### src/rtl/scan_code_frame_transmitter_if.sv
// Transmit-side bundle of the scan-code frame transmitter: byte request
// handshake plus the generated serial clock/data and status lines.
interface scan_code_frame_transmitter_if;
  logic [7:0] tx_data;
  logic       tx_valid;
  logic       tx_perr_inject;
  logic       tx_ready;
  logic       clk_out;
  logic       data_out;
  logic       busy;
  logic       frame_done;

  // Byte source side (bench, self-test sequencer)
  modport master (
    output tx_data, tx_valid, tx_perr_inject,
    input  tx_ready, clk_out, data_out, busy, frame_done
  );

  // Transmitter side
  modport slave (
    input  tx_data, tx_valid, tx_perr_inject,
    output tx_ready, clk_out, data_out, busy, frame_done
  );
endinterface

### src/rtl/scan_code_frame_transmitter.sv
// Scan-code frame transmitter: serializes one byte per request into an
// 11-bit frame (start 0, 8 data bits LSB first, odd parity, stop 1) and
// generates the matching slow serial clock from fclk_i. Data changes only at
// bit boundaries while clk_out is high, so the receiver can sample on the
// falling edge of clk_out.
module scan_code_frame_transmitter #(
  parameter int HALF_PERIOD = 4,  // fclk cycles per clk_out half period (>=1)
  parameter int GAP_CYCLES  = 8   // idle cycles after stop bit (>=0)
) (
  input logic                          fclk_i,
  input logic                          rst_i,
  scan_code_frame_transmitter_if.slave tx_if
);

  localparam logic [1:0] ST_IDLE  = 2'd0;
  localparam logic [1:0] ST_SHIFT = 2'd1;
  localparam logic [1:0] ST_GAP   = 2'd2;

  localparam int HW = $clog2(HALF_PERIOD) + 1;
  localparam int GW = $clog2(GAP_CYCLES + 1) + 1;
  localparam logic [HW-1:0] HP_LAST  = HW'(HALF_PERIOD - 1);
  localparam logic [GW-1:0] GAP_LAST = GW'(GAP_CYCLES - 1);
  localparam logic [3:0]    BIT_LAST = 4'd10;

  logic [1:0]    state_q,     state_d;
  logic [HW-1:0] hp_cnt_q,    hp_cnt_d;
  logic          phase_low_q, phase_low_d;
  logic [3:0]    bit_cnt_q,   bit_cnt_d;
  logic [GW-1:0] gap_cnt_q,   gap_cnt_d;
  logic [10:0]   frame_q,     frame_d;
  logic          clk_out_q,   clk_out_d;
  logic          data_out_q,  data_out_d;
  logic          busy_q,      busy_d;
  logic          done_q,      done_d;
  logic          accept_s;
  logic          parity_s;

  // Odd parity over a byte: 1 when the byte holds an even number of ones
  function automatic logic odd_parity(input logic [7:0] b);
    return ~^b;
  endfunction

  assign tx_if.tx_ready   = (state_q == ST_IDLE) && !rst_i;
  assign tx_if.clk_out    = clk_out_q;
  assign tx_if.data_out   = data_out_q;
  assign tx_if.busy       = busy_q;
  assign tx_if.frame_done = done_q;

  assign accept_s = tx_if.tx_valid && tx_if.tx_ready;
  assign parity_s = odd_parity(tx_if.tx_data) ^ tx_if.tx_perr_inject;

  // Next-state: accept a byte, walk the half-period/bit counters, then gap
  always_comb begin
    state_d     = state_q;
    hp_cnt_d    = hp_cnt_q;
    phase_low_d = phase_low_q;
    bit_cnt_d   = bit_cnt_q;
    gap_cnt_d   = gap_cnt_q;
    frame_d     = frame_q;
    clk_out_d   = clk_out_q;
    data_out_d  = data_out_q;
    busy_d      = busy_q;
    done_d      = 1'b0;
    case (state_q)
      ST_IDLE: begin
        if (accept_s) begin
          frame_d     = {1'b1, parity_s, tx_if.tx_data, 1'b0};
          state_d     = ST_SHIFT;
          hp_cnt_d    = '0;
          phase_low_d = 1'b0;
          bit_cnt_d   = 4'd0;
          clk_out_d   = 1'b1;
          data_out_d  = 1'b0;
          busy_d      = 1'b1;
        end else begin
          state_d = ST_IDLE;
        end
      end
      ST_SHIFT: begin
        if (hp_cnt_q != HP_LAST) begin
          hp_cnt_d = hp_cnt_q + HW'(1);
        end else begin
          hp_cnt_d = '0;
          if (!phase_low_q) begin
            // Middle of the bit: falling edge for the receiver
            phase_low_d = 1'b1;
            clk_out_d   = 1'b0;
          end else begin
            // Bit boundary: clock back high, next bit (or end of frame)
            phase_low_d = 1'b0;
            clk_out_d   = 1'b1;
            if (bit_cnt_q == BIT_LAST) begin
              done_d     = 1'b1;
              data_out_d = 1'b1;
              gap_cnt_d  = '0;
              if (GAP_CYCLES == 0) begin
                state_d = ST_IDLE;
                busy_d  = 1'b0;
              end else begin
                state_d = ST_GAP;
              end
            end else begin
              bit_cnt_d  = bit_cnt_q + 4'd1;
              data_out_d = frame_q[bit_cnt_q + 4'd1];
            end
          end
        end
      end
      ST_GAP: begin
        if (gap_cnt_q == GAP_LAST) begin
          state_d = ST_IDLE;
          busy_d  = 1'b0;
        end else begin
          gap_cnt_d = gap_cnt_q + GW'(1);
        end
      end
      default: begin
        state_d    = ST_IDLE;
        clk_out_d  = 1'b1;
        data_out_d = 1'b1;
        busy_d     = 1'b0;
      end
    endcase
  end

  // State and output registers; reset returns the line to idle at once
  always_ff @(posedge fclk_i or posedge rst_i) begin
    if (rst_i) begin
      state_q     <= ST_IDLE;
      hp_cnt_q    <= '0;
      phase_low_q <= 1'b0;
      bit_cnt_q   <= 4'd0;
      gap_cnt_q   <= '0;
      frame_q     <= 11'd0;
      clk_out_q   <= 1'b1;
      data_out_q  <= 1'b1;
      busy_q      <= 1'b0;
      done_q      <= 1'b0;
    end else begin
      state_q     <= state_d;
      hp_cnt_q    <= hp_cnt_d;
      phase_low_q <= phase_low_d;
      bit_cnt_q   <= bit_cnt_d;
      gap_cnt_q   <= gap_cnt_d;
      frame_q     <= frame_d;
      clk_out_q   <= clk_out_d;
      data_out_q  <= data_out_d;
      busy_q      <= busy_d;
      done_q      <= done_d;
    end
  end

endmodule

### src/flat_wrapper.sv
// flat-port wrapper written by rule: the top's interface ports become plain ports
module scan_code_frame_transmitter_flat 
#(
  parameter int HALF_PERIOD = 4,                                              
  parameter int GAP_CYCLES  = 8                                      
)
  (fclk_i, rst_i, tx_if_tx_data, tx_if_tx_valid, tx_if_tx_perr_inject, tx_if_tx_ready, tx_if_clk_out, tx_if_data_out, tx_if_busy, tx_if_frame_done);
  scan_code_frame_transmitter_if tx_if_i ();
  input logic fclk_i;
  input logic rst_i;
  input wire logic [$bits(tx_if_i.tx_data)-1:0] tx_if_tx_data;
  input wire logic [$bits(tx_if_i.tx_valid)-1:0] tx_if_tx_valid;
  input wire logic [$bits(tx_if_i.tx_perr_inject)-1:0] tx_if_tx_perr_inject;
  output wire logic [$bits(tx_if_i.tx_ready)-1:0] tx_if_tx_ready;
  output wire logic [$bits(tx_if_i.clk_out)-1:0] tx_if_clk_out;
  output wire logic [$bits(tx_if_i.data_out)-1:0] tx_if_data_out;
  output wire logic [$bits(tx_if_i.busy)-1:0] tx_if_busy;
  output wire logic [$bits(tx_if_i.frame_done)-1:0] tx_if_frame_done;
  assign tx_if_i.tx_data = tx_if_tx_data;
  assign tx_if_i.tx_valid = tx_if_tx_valid;
  assign tx_if_i.tx_perr_inject = tx_if_tx_perr_inject;
  assign tx_if_tx_ready = tx_if_i.tx_ready;
  assign tx_if_clk_out = tx_if_i.clk_out;
  assign tx_if_data_out = tx_if_i.data_out;
  assign tx_if_busy = tx_if_i.busy;
  assign tx_if_frame_done = tx_if_i.frame_done;
  scan_code_frame_transmitter #(.HALF_PERIOD(HALF_PERIOD), .GAP_CYCLES(GAP_CYCLES)) u_core (.fclk_i(fclk_i), .rst_i(rst_i), .tx_if(tx_if_i));
endmodule
### config.mk
export PLATFORM = sky130hd
export DESIGN_NAME = scan_code_frame_transmitter_flat
export DESIGN_NICKNAME = d
export VERILOG_FILES = /design/src/rtl/scan_code_frame_transmitter_if.sv /design/src/rtl/scan_code_frame_transmitter.sv /design/src/flat_wrapper.sv
export SDC_FILE = /design/constraint.sdc
export NUM_CORES = 1
export LEC_CHECK = 0
export BUFFER_PORTS_ARGS = -buffer_cell sky130_fd_sc_hd__buf_4
export CORE_MARGIN = 8
export CORE_UTILIZATION = 28
export CTS_BUF_LIST = sky130_fd_sc_hd__clkbuf_4 sky130_fd_sc_hd__clkbuf_8
export CTS_CLUSTER_SIZE = 30
export DETAILED_ROUTE_END_ITERATION = 10
export GPL_TIMING_DRIVEN = 0
export HOLD_SLACK_MARGIN = 0.15
export PLACE_DENSITY = 0.57
export SKIP_LAST_GASP = 1
export SYNTH_ARGS = -nofsm -noshare
export SYNTH_HDL_FRONTEND = slang
export SYNTH_SLANG_ARGS = --single-unit
export TNS_END_PERCENT = 50
### constraint.sdc
create_clock -name fclk_i -period 2.5 [get_ports fclk_i]
set_clock_uncertainty 0.2 [all_clocks]
set_input_delay 0.125 -clock fclk_i [delete_from_list [all_inputs] [get_ports fclk_i]]
set_output_delay 0.125 -clock fclk_i [all_outputs]
set_load 0.05 [all_outputs]
==> summary.md <==
| Metric | Value |
|---|---|
| Gpl congestion | 0.734 |
| Worst setup margin | 0.118 ns |
| Vias in the first global route | 1299 |
| Total power per unit cell area | 1090 nW/um2 |
| Design Area, Final | 2060 um2 |
| Fmax | 0.420 GHz |
| Effective utilization at floorplan | 29.1% |
| Synth Area in Compound Gates | 13.0% |
| H-tree level count | 2 |
| Final Critical Period | 2.38 ns |
| Pleak | 0.905 nW |
| Dpl ws | -0.143 ns |
| Via density | 4.71 |
| Startpoint Class | flip-flop |
| Wire per inst | 13.1 um |
| Pin count of the biggest net entering global routing | 30 |
| Finished Core Util | 37.5% |
| Synth area leaders | dfrtp_1 42%, mux2_2 6.3%, dfstp_2 3.3% |
| Post-synth net total | 160 |
| CTS Sinks | 29 |
| 1st-pass router iterations | 4 |
| Placed Instance Area | 1810 um2 |
| Post-synth top area cell | dfrtp_1 |
| Slew Limit Headroom | 27.0% |
| FFs w/ async S/R, synth | 100% |
| Flops & latches, synth | 29 |
| Core area | 5510 um2 |
| Total power | 2.26 mW |
| First-pass GRT wire length | 5980 um |
| Via count | 1186 |
| Synthesized area per cell | 11.1 um2 |
| CTS tree | yes |
| Peak supply drop | 356 uV |
| Top cell type's share of synthesized area | 42.2% |
| Final Hold Vio Count | 0 |
| I/O Buffers | 16 |
| Dominant cell by count in the synthesized netlist | dfrtp_1 |
| Outcome | finished clean |
| CTS max path bufs | 2 |
| # IOs | 17 |
| Post-DP HPWL | 2300 um |
| Synth Flop Type | dfrtp_1 |
| Worst skew pair latency | 0.28 ns |
| Worst-path clk slew | 0.06 ns |
| Sequential-to-total area share from yosys stat | 45.5% |
| Synth warn | 0 |
| Mapped cell area | 1600 um2 |
| Area Overhead vs Synth | 28.8% |
| Remaining antenna violation count | 0 |
| Worst Setup End Kind | flip-flop |
| CTS root buf | clkbuf_8 |
| Final setup violation count | 0 |
| Initial DRC count | 142 |
| Initial antenna violation count | 0 |
| Adder-Cell Fraction of Synth Area | 3.13% |
| Total grt overflow | 0 |
| Proportion of layout cells with a drive suffix above 1 | 28.3% |
| Pins Over Slew Limit | 0 |
| Synth top cells by count | 27 x dfrtp_1, 12 x nor2_1, 9 x mux2_2, 8 x nand2_1 |
| DRC viols | 0 |
| Kind of critical path | flip-flop to flip-flop |
| WP data required | 2.50 ns |
| Final WL | 3290 um |
| Total die area | 8400 um2 |
| CTS Buf Count | 5 |
| Crit-path max FO | 7 |
| Max-cap violations | 0 |
| Total GRT Usage | 8.79% |
| Worst slew pin tran | 1.09 ns |
| Post-synthesis xor/xnor area fraction | 6.33% |
| WP data arrival | 2.38 ns |
| Row Count | 27 |
| Post-synth EDFFs | 0 |
| Main combinational cell family by area after synthesis | simple AND/OR/NAND/NOR gates |
| Die H | 91.6 um |
| Dpl cells | 232 |
| Nets | 195 |
| Final cycle utilization of the critical path | 95.3% |
| Mux cell area share after synthesis | 13.4% |
| Gate Count Post-Synth | 144 |
| Hold crit path type | flip-flop to flip-flop |
| N_diodes | 0 |
| Count of cell types in the netlist | 46 |
| RSZ-0062 raised after global routing | false |
| Die Wd | 91.6 um |
| Simple-gate area share of the yosys netlist | 15.9% |
| Final cell count without fillers | 252 |
## power breakdown
part | internal, mW | switching, mW
Clock | 0.335 | 0.183
Sequential | 0.648 | 0.120
Combinational | 0.512 | 0.458
Total | 1.50 | 0.761
## cells in the final DEF (no fill, tap or decap), types with 3 or more instances in the layout
master          n
mux2_2          9
nand2_1         8
a21oi_1         6
xor2_1          4
o21ai_0         3
dlygate4sd3_1  10
o31ai_1         6
nand3b_1        3
mux2_4          3
clkbuf_8        6
ha_1            4
buf_4          18
dfrtp_1        26
nor2_1         12
nand2b_1        3
clkbuf_1        3
inv_1           3
nor3_1          3
xnor2_1         5
## per-layer routing
metal	GRT usage [%]	wire length [um]	vias up
li1	-	-	593
met1	9.90	1520	579
met2	14.8	1600	9
met3	2.04	85	5
met4	5.32	85	0
met5	0	0	-
## through the flow
stage	hold WS, ns	TNS (ns)
after floorplan	0.00163	0
after global placement	0.179	-0.139
after detailed placement	0.182	-0.143
after CTS	0.270	0
after global routing	0.306	0
final	0.270	0
## worst paths after layout
| path | from | to | slack (ns) | depth (start not counted) |
|---|---|---|---|---|
| max in group asynchronous | rst_i | u_core.bit_cnt_q[0] | 0.86 | 3 |
| max | u_core.bit_cnt_q[0] | u_core.tx_if.data_out | 0.12 | 7 |
| max reg2reg | u_core.bit_cnt_q[0] | u_core.tx_if.data_out | 0.12 | 7 |
| min in group asynchronous | rst_i | u_core.hp_cnt_q[0] | 0.49 | 3 |
| min reg2reg | u_core.frame_q[10] | u_core.frame_q[10] | 0.27 | 1 |
| min | u_core.frame_q[10] | u_core.frame_q[10] | 0.27 | 1 |
## state kept, by name, summed over array words and instances, names as in the netlist, 2 cells and up
name / flops
u_core.gap_cnt_q: 5
u_core.state_q: 2
u_core.hp_cnt_q: 3
u_core.frame_q: 10
u_core.bit_cnt_q: 4
## cell type report
type | instances | area [um2]
tap | 72 | 90.1
fill | 544 | 3440
inverter | 4 | 17.5
multi-input combinational | 106 | 843
sequential | 29 | 729
clock inverter | 1 | 30.0
clock buffer | 7 | 90.1
timing repair buffer | 28 | 235
buffer | 5 | 27.5
## critical path, stage by stage, from the launching register on
cell      delay (ns)
dfrtp_2         0.43
inv_4           0.06
ha_1            0.30
buf_6           0.14
mux2_4          0.29
mux4_1          0.52
a221oi_2        0.26
a211oi_1        0.10
## cell families after synthesis
kind of cell	count (synthesis)
adder cells (fa/ha/maj)	4
buffers and inverters	9
multiplexers	16
XOR/XNOR	10
AND/OR/NAND/NOR	46
flip-flops	29
AO/OA/AOI/OAI	30
## timing repair
item,in CTS,in global routing
hold buffers,10,0
setup buffers,0,2
endpoints found under the setup margin,1,1
endpoints found under the hold margin,37,0
gates resized for setup,2,3
(Power assumes the default switching activity.)
